File: src/rtl/cam_pack_pkg.sv
// Shared types, default widths and the beats-per-pixel helper for the camera pixel packer.
package cam_pack_pkg;

  localparam int DATA_W_DEF  = 8;
  localparam int MAX_BPP_DEF = 3;
  localparam int X_W_DEF     = 12;
  localparam int Y_W_DEF     = 12;
  localparam int PH_W        = 2;

  typedef enum logic [1:0] {
    CAM_RAW8   = 2'd0,
    CAM_RGB565 = 2'd1,
    CAM_RGB888 = 2'd2,
    CAM_RSVD   = 2'd3
  } cam_mode_e;

  // The reserved mode packs like RGB565.
  function automatic logic [PH_W-1:0] bpp(input cam_mode_e m);
    case (m)
      CAM_RAW8:   return 2'd1;
      CAM_RGB888: return 2'd3;
      default:    return 2'd2;
    endcase
  endfunction

endpackage

File: src/rtl/cam_pos_counter.sv
// Frame/line position tracking: sync edge detection, saturating column/row counters,
// start-of-frame/line pending flags and the completed-frame counter.
module cam_pos_counter #(
  parameter int X_W = 12,
  parameter int Y_W = 12
) (
  input  logic           clk,
  input  logic           rst,
  input  logic           en,
  input  logic           vs_in,
  input  logic           hr_in,
  input  logic           pix_done,
  input  logic           pix_emit,
  output logic           vs_rise,
  output logic           hr_rise,
  output logic           hr_fall,
  output logic           frame_active,
  output logic [X_W-1:0] col,
  output logic [Y_W-1:0] row,
  output logic           sof_pend,
  output logic           sol_pend,
  output logic [15:0]    frame_cnt
);

  localparam logic [X_W-1:0] X_ONE = 1;
  localparam logic [Y_W-1:0] Y_ONE = 1;

  logic           vs_prev_q, vs_prev_d, hr_prev_q, hr_prev_d;
  logic           active_q, active_d, sof_q, sof_d, sol_q, sol_d;
  logic           line_pix_q, line_pix_d, line_pix, vs_fall;
  logic [X_W-1:0] col_q, col_d;
  logic [Y_W-1:0] row_q, row_d;
  logic [15:0]    frame_cnt_q, frame_cnt_d;

  // Outputs are the "effective" values for this cycle, so an edge and a beat in
  // the same cycle see the freshly cleared column/row/phase.
  always_comb begin
    vs_prev_d    = vs_in;
    hr_prev_d    = hr_in;
    vs_rise      = vs_in & ~vs_prev_q;
    vs_fall      = ~vs_in & vs_prev_q;
    hr_rise      = hr_in & ~hr_prev_q;
    hr_fall      = ~hr_in & hr_prev_q;
    frame_active = active_q;
    col          = hr_rise ? '0 : col_q;
    row          = vs_rise ? '0 : row_q;
    sof_pend     = sof_q | vs_rise;
    sol_pend     = sol_q | hr_rise;
    line_pix     = line_pix_q & ~hr_rise & ~vs_rise;
    active_d     = active_q | vs_rise;
    col_d        = (pix_done && (col != '1)) ? col + X_ONE : col;
    row_d        = (hr_fall && line_pix && (row != '1)) ? row + Y_ONE : row;
    sof_d        = sof_pend & ~pix_emit;
    sol_d        = sol_pend & ~pix_emit;
    line_pix_d   = line_pix | pix_done;
    frame_cnt_d  = frame_cnt_q + {15'd0, vs_fall & en};
    frame_cnt    = frame_cnt_q;
  end

  always_ff @(posedge clk) begin
    if (rst || !en) begin
      vs_prev_q  <= 1'b0;
      hr_prev_q  <= 1'b0;
      active_q   <= 1'b0;
      sof_q      <= 1'b0;
      sol_q      <= 1'b0;
      line_pix_q <= 1'b0;
      col_q      <= '0;
      row_q      <= '0;
    end else begin
      vs_prev_q  <= vs_prev_d;
      hr_prev_q  <= hr_prev_d;
      active_q   <= active_d;
      sof_q      <= sof_d;
      sol_q      <= sol_d;
      line_pix_q <= line_pix_d;
      col_q      <= col_d;
      row_q      <= row_d;
    end
    // The frame count survives a sensor-idle period; only a real reset clears it.
    if (rst) frame_cnt_q <= '0;
    else     frame_cnt_q <= frame_cnt_d;
  end

endmodule

File: src/rtl/cam_pixel_packer.sv
// Camera byte-stream to pixel packer (RAW8/RGB565/RGB888) with X/Y, SOF/SOL and line errors.
// Optional crop window enabled by defining CAM_PACK_CROP_EN.
module cam_pixel_packer
  import cam_pack_pkg::*;
#(
  parameter int DATA_W  = DATA_W_DEF,
  parameter int MAX_BPP = MAX_BPP_DEF,
  parameter int X_W     = X_W_DEF,
  parameter int Y_W     = Y_W_DEF
) (
  input  logic                      clk,
  input  logic                      rst,
  input  logic                      en,
  input  logic [1:0]                mode,
  input  logic                      cam_vsync,
  input  logic                      cam_href,
  input  logic [DATA_W-1:0]         cam_data,
`ifdef CAM_PACK_CROP_EN
  input  logic [X_W-1:0]            crop_x0,
  input  logic [X_W-1:0]            crop_x1,
  input  logic [Y_W-1:0]            crop_y0,
  input  logic [Y_W-1:0]            crop_y1,
`endif
  output logic                      pix_valid,
  output logic [DATA_W*MAX_BPP-1:0] pix_data,
  output logic                      pix_sof,
  output logic                      pix_sol,
  output logic [X_W-1:0]            pix_x,
  output logic [Y_W-1:0]            pix_y,
  output logic                      line_err,
  output logic [15:0]               frame_cnt
);

  localparam int OUT_W = DATA_W * MAX_BPP;

  logic              vs_q, vs_d, hr_q, hr_d;
  logic [DATA_W-1:0] data_q, data_d;
  cam_mode_e         mode_q, mode_d;
  logic [PH_W-1:0]   phase_q, phase_d, phase;
  logic [OUT_W-1:0]  acc_q, acc_d, acc_next;
  logic              beat, last, emit, in_win;
  logic              vs_rise, hr_rise, hr_fall, frame_active, sof_pend, sol_pend;
  logic [X_W-1:0]    col;
  logic [Y_W-1:0]    row;

  logic              pix_valid_q, pix_valid_d, pix_sof_q, pix_sof_d, pix_sol_q, pix_sol_d;
  logic              line_err_q, line_err_d;
  logic [OUT_W-1:0]  pix_data_q, pix_data_d;
  logic [X_W-1:0]    pix_x_q, pix_x_d;
  logic [Y_W-1:0]    pix_y_q, pix_y_d;

  cam_pos_counter #(.X_W(X_W), .Y_W(Y_W)) u_pos (
    .clk          (clk),
    .rst          (rst),
    .en           (en),
    .vs_in        (vs_q),
    .hr_in        (hr_q),
    .pix_done     (last),
    .pix_emit     (emit),
    .vs_rise      (vs_rise),
    .hr_rise      (hr_rise),
    .hr_fall      (hr_fall),
    .frame_active (frame_active),
    .col          (col),
    .row          (row),
    .sof_pend     (sof_pend),
    .sol_pend     (sol_pend),
    .frame_cnt    (frame_cnt)
  );

`ifdef CAM_PACK_CROP_EN
  logic [X_W-1:0] cx0_q, cx0_d, cx1_q, cx1_d;
  logic [Y_W-1:0] cy0_q, cy0_d, cy1_q, cy1_d;

  always_comb begin
    cx0_d  = vs_rise ? crop_x0 : cx0_q;
    cx1_d  = vs_rise ? crop_x1 : cx1_q;
    cy0_d  = vs_rise ? crop_y0 : cy0_q;
    cy1_d  = vs_rise ? crop_y1 : cy1_q;
    in_win = (col >= cx0_q) && (col <= cx1_q) && (row >= cy0_q) && (row <= cy1_q);
  end

  always_ff @(posedge clk) begin
    if (rst || !en) begin
      cx0_q <= '0;
      cx1_q <= '0;
      cy0_q <= '0;
      cy1_q <= '0;
    end else begin
      cx0_q <= cx0_d;
      cx1_q <= cx1_d;
      cy0_q <= cy0_d;
      cy1_q <= cy1_d;
    end
  end
`else
  assign in_win = 1'b1;
`endif

  always_comb begin
    vs_d   = cam_vsync;
    hr_d   = cam_href;
    data_d = cam_data;
    mode_d = vs_rise ? cam_mode_e'(mode) : mode_q;
    phase  = (vs_rise || hr_rise) ? '0 : phase_q;
    beat   = hr_q & ~vs_q & frame_active;
    last   = beat && (phase == bpp(mode_q) - 2'd1);
    // Earlier beats shift up so the first beat ends up most significant.
    acc_next = ((phase == '0) ? '0 : (acc_q << DATA_W)) | OUT_W'(data_q);
    acc_d    = beat ? acc_next : acc_q;
    phase_d  = phase;
    if (beat)         phase_d = last ? '0 : phase + 2'd1;
    else if (hr_fall) phase_d = '0;
    emit        = last & in_win;
    pix_valid_d = emit;
    pix_data_d  = emit ? acc_next : '0;
    pix_x_d     = emit ? col : '0;
    pix_y_d     = emit ? row : '0;
    pix_sof_d   = emit & sof_pend;
    pix_sol_d   = emit & sol_pend;
    line_err_d  = hr_fall & (phase != '0);
  end

  always_ff @(posedge clk) begin
    if (rst || !en) begin
      vs_q        <= 1'b0;
      hr_q        <= 1'b0;
      data_q      <= '0;
      mode_q      <= CAM_RGB565;
      phase_q     <= '0;
      acc_q       <= '0;
      pix_valid_q <= 1'b0;
      pix_data_q  <= '0;
      pix_x_q     <= '0;
      pix_y_q     <= '0;
      pix_sof_q   <= 1'b0;
      pix_sol_q   <= 1'b0;
      line_err_q  <= 1'b0;
    end else begin
      vs_q        <= vs_d;
      hr_q        <= hr_d;
      data_q      <= data_d;
      mode_q      <= mode_d;
      phase_q     <= phase_d;
      acc_q       <= acc_d;
      pix_valid_q <= pix_valid_d;
      pix_data_q  <= pix_data_d;
      pix_x_q     <= pix_x_d;
      pix_y_q     <= pix_y_d;
      pix_sof_q   <= pix_sof_d;
      pix_sol_q   <= pix_sol_d;
      line_err_q  <= line_err_d;
    end
  end

  assign pix_valid = pix_valid_q;
  assign pix_data  = pix_data_q;
  assign pix_x     = pix_x_q;
  assign pix_y     = pix_y_q;
  assign pix_sof   = pix_sof_q;
  assign pix_sol   = pix_sol_q;
  assign line_err  = line_err_q;

endmodule
File: config.mk
export PLATFORM = sky130hd
export DESIGN_NAME = cam_pixel_packer
export DESIGN_NICKNAME = d
export VERILOG_FILES = /design/src/rtl/cam_pack_pkg.sv /design/src/rtl/cam_pos_counter.sv /design/src/rtl/cam_pixel_packer.sv
export SDC_FILE = /design/constraint.sdc
export NUM_CORES = 1
export LEC_CHECK = 0
export CAP_MARGIN = 20
export CORE_MARGIN = 2
export CORE_UTILIZATION = 30
export DETAILED_ROUTE_END_ITERATION = 16
export GPL_TIMING_DRIVEN = 1
export PLACE_DENSITY_LB_ADDON = 0.15
export SLEW_MARGIN = 0
export SYNTH_ARGS = -nofsm -noshare
export SYNTH_HDL_FRONTEND = slang
export SYNTH_SLANG_ARGS = --single-unit
File: constraint.sdc
create_clock -name clk -period 3.09 [get_ports clk]
set_input_delay 0.4635 -clock clk [delete_from_list [all_inputs] [get_ports clk]]
set_output_delay 0.4635 -clock clk [all_outputs]
set_load 0.01 [all_outputs]
==> impl_metrics.csv <==
group,metric,value,unit
cells_and_area,flow.area_growth_from_synthesis,34.3,%
timing,final-max-slew-violation-count,0,
cells_and_area,nNetsFinal,614,
clock_network,clock_sink_count,128,
setup_path,delay_of_the_slowest_cell_on_the_worst_path,0.49,ns
min_path,timing.hold.worst.class,"reg -> reg",
cells_and_area,instances_no_fill,822,
drt,vias,3745,
timing,fin_crit_sh,79.2,%
synthesis,synth-seq-area-share,53.5,%
drt,detail_route.wirelength.met1,5190,um
drt,dr_wl_met3,423,um
placement,count_of_input_and_output_buffers,82,
power_and_ir_drop,power_density,565,mW/mm2
placement,place_inst,790,
cells_and_area,insertedDiodeCount,0,
cells_and_area,multi_input_area,0.00210,mm2
floorplan,dieArea,0.0170,mm2
synthesis,syn-instance-count,507,
grt,grt_pass1_vias,3683,
synthesis,number_of_distinct_library_cell_variants_in_the_gate_level_netlist_after_synthesis,52,
clock_network,insertion_delay_of_the_later_clocked_pin_in_the_worst_skew_pair,0.41,ns
timing,final_period_minus_worst_setup_slack,2.45,ns
floorplan,floorplan.io_pins,83,
cells_and_area,regArea,0.00256,mm2
drt,final_antenna_net_count,0,
timing,final.setup_skew,0.0107,ns
cells_and_area,mostFrequentLayoutCells,"128 x sky130_fd_sc_hd__dfxtp_1, 82 x sky130_fd_sc_hd__clkdlybuf4s50_1, 63 x sky130_fd_sc_hd__nand2_1, 44 x sky130_fd_sc_hd__nor2_1, 34 x sky130_fd_sc_hd__and2_1",
floorplan,die_height,130,um
power_and_ir_drop,ir_worst_vdd,381,uV
grt,grt_start_max_net_pins,38,
setup_path,timing.critical_path.required,3.38,ns
setup_path,start_to_end_type_of_the_worst_setup_path,"reg -> reg",
setup_path,worst_setup_path_start_kind,"flip-flop",
clock_network,path_clk_slew,0.06,ns
drt,maxUsedRoutingLayer,"met4",
placement,post-dp-hpwl,7440,um
synthesis,synth_seq_cells,128,
clock_network,cts_tree,"yes",
timing,unrepaired_setup_endpoints_after_global_routing,"false",
floorplan,die_width,130,um
synthesis,ys.warnings.count,0,
timing,final-setup-viol-count,0,
floorplan,rows,46,
clock_network,max-clock-path-buffers,2,
timing,fin_tns_setup,0,ns
drt,detail_route.first_pass.iterations,5,
synthesis,synth-edff-count,0,
floorplan,core_area,0.0158,mm2
drt,detail_route.drc_violations,0,
cells_and_area,layout.cells.most_common,"sky130_fd_sc_hd__dfxtp_1",
drt,route.met2.wl,5180,um
run,max_cap_violations,0,
placement,placement.cell_area,0.00587,mm2
grt,grt_pass1_wl,17900,um
setup_path,critical_path.slowest_cell,"sky130_fd_sc_hd__o21ai_1",
placement,globalplace.congestion,0.802,
clock_network,total_clock_buffers_created_by_cts,17,
setup_path,end_kind,"flip-flop",
clock_network,post_cts_resize_count,0,
grt,grt_antenna_before_repair,0,
cells_and_area,final_area,0.00644,mm2
timing,max_freq,408,MHz
setup_path,critPathBufInv,0,
power_and_ir_drop,power,3.63,mW
synthesis,postSynthNetCount,528,
drt,routed_via_density,4.56,
drt,drt_iter0_drc,207,
grt,globalRoute.totalOverflow,0,
synthesis,ys_dominant_reg_cell,"sky130_fd_sc_hd__dfxtp_1",
timing,final_hold_viol_count,0,
cells_and_area,num-fill-cells,1592,
grt,grt_use_total,13.6,%
clock_network,buffer_type_at_the_clock_tree_root,"sky130_fd_sc_hd__clkbuf_16",
clock_network,cts_hold_buffers,0,
synthesis,ys_async_sr_fraction,0,%
setup_path,worst_ep_arrival_time,2.74,ns
drt,routedWlPerCell,13.4,um
drt,detail_route.wirelength,11000,um
power_and_ir_drop,leakage,2.34,nW
cells_and_area,drive_above_1_share,8.75,%
timing,worstMarginPinSlew,0.761,ns
setup_path,timing.critical_path.max_delay_family,"simple AND/OR/NAND/NOR gates",
setup_path,critical_path_peak_fanout,8,
timing,slew_headroom,49.0,%
synthesis,synthesized_area,0.00479,mm2
outcome,outcome,"finished clean",
synthesis,syn_avg_cell_area,9.45,um2
clock_network,post-cts-setup-buffer-count,0,
clock_network,cts.htree.levels,4,
setup_path,critical_path.cell_chain,"nand2b_1 -> and2_1 -> ha_1 -> and4_1 -> nand4_1 -> o21ai_1 -> mux2i_1 -> nor2_1",
floorplan,effective_utilization_at_floorplan,30.4,%
[sequential cells by signal, summed over array words and instances (netlist names), 2 cells and up]
register,count
u_pos.frame_cnt,16
phase_q,2
pix_data,24
data_q,8
pix_y,12
pix_x,12
mode_q,2
u_pos.row_q,12
u_pos.col_q,12
acc_q,16
[worst register-to-register path: stages, from the launching register on]
cell	delay, ns
sky130_fd_sc_hd__dfxtp_1	0.35
sky130_fd_sc_hd__nand2b_1	0.34
sky130_fd_sc_hd__and2_1	0.24
sky130_fd_sc_hd__ha_1	0.20
sky130_fd_sc_hd__and4_1	0.24
sky130_fd_sc_hd__nand4_1	0.17
sky130_fd_sc_hd__o21ai_1	0.49
sky130_fd_sc_hd__mux2i_1	0.24
sky130_fd_sc_hd__nor2_1	0.05
[routing by layer]
| metal | GRT usage (%) | up-vias |
|---|---|---|
| met5 | 0 | - |
| met3 | 3.99 | 16 |
| met4 | 6.13 | 0 |
| met1 | 16.5 | 1744 |
| li1 | - | 1921 |
| met2 | 22.5 | 64 |
[worst paths after layout]
kind / slack [ns] / endpoint / startpoint / cells after the start
setup reg to reg: 0.64 / u_pos.row_q[1]$_SDFF_PP0_ / u_pos.vs_prev_q$_SDFF_PP0_ / 8
hold / removal: 0.44 / acc_q[2]$_SDFFE_PP0N_ / data_q[2]$_SDFF_PP0_ / 2
setup / recovery: 0.64 / u_pos.row_q[1]$_SDFF_PP0_ / u_pos.vs_prev_q$_SDFF_PP0_ / 8
hold reg to reg: 0.44 / acc_q[2]$_SDFFE_PP0N_ / data_q[2]$_SDFF_PP0_ / 2
[layout make-up]
class	instances	area share [%]
sequential	128	39.8
multi-input combinational	346	32.6
timing repair buffer	94	14.2
clock buffer	23	7.58
tap	216	4.20
clock inverter	9	1.28
inverter	6	0.350
[cells by family (layout without fill, tap and decap cells)]
group	after synthesis	in the layout	share of synthesized area (%)
adder cells (fa/ha/maj)	6	6	1.57
AO/OA/AOI/OAI	60	60	8.64
multiplexers	4	4	0.835
XOR/XNOR	22	22	4.02
AND/OR/NAND/NOR	254	254	28.7
flip-flops	128	128	53.5
buffers and inverters	33	132	2.79
[per-stage QoR]
step                setup slack, ns  hold WS (ns)  utilization [%]
floorplan                     0.587         0.427                -
global placement              0.603         0.436             37.2
detailed placement            0.507         0.446             37.2
CTS                           0.642         0.448             40.8
global route                  0.354         0.471             40.8
finish                        0.642         0.443             40.8
[cell usage after synthesis, types with 3 or more instances]
master	n	share of area [%]
sky130_fd_sc_hd__nand3b_1	8	1.3
sky130_fd_sc_hd__clkbuf_1	19	1.5
sky130_fd_sc_hd__a21oi_1	32	3.3
sky130_fd_sc_hd__xnor2_1	11	2.0
sky130_fd_sc_hd__nor3_1	7	0.73
sky130_fd_sc_hd__buf_2	5	0.52
sky130_fd_sc_hd__o21ai_1	3	0.31
sky130_fd_sc_hd__and3_1	29	3.8
sky130_fd_sc_hd__inv_1	6	0.47
sky130_fd_sc_hd__mux2i_1	4	0.84
sky130_fd_sc_hd__dfxtp_1	128	53
sky130_fd_sc_hd__ha_1	6	1.6
sky130_fd_sc_hd__nand3_1	23	2.4
sky130_fd_sc_hd__nand4_1	11	1.4
sky130_fd_sc_hd__or3_1	4	0.52
sky130_fd_sc_hd__and4_1	5	0.91
sky130_fd_sc_hd__o21ai_0	3	0.31
sky130_fd_sc_hd__and2_1	34	4.4
sky130_fd_sc_hd__nand2b_1	3	0.39
sky130_fd_sc_hd__nor3b_1	3	0.47
sky130_fd_sc_hd__nor2_1	44	3.4
sky130_fd_sc_hd__xor2_1	11	2.0
sky130_fd_sc_hd__a31o_1	5	0.91
sky130_fd_sc_hd__nor2b_1	5	0.65
sky130_fd_sc_hd__nand2_1	63	4.9
[where the power goes]
| part | internal [mW] | leakage, nW | switching, mW |
|---|---|---|---|
| Clock | 1.19 | 0.279 | 0.708 |
| Combinational | 0.0315 | 1.03 | 0.0432 |
| Sequential | 1.66 | 1.03 | 0.00499 |
| Total | 2.88 | 2.34 | 0.756 |
No activity file was read; power rests on OpenSTA's default activity.
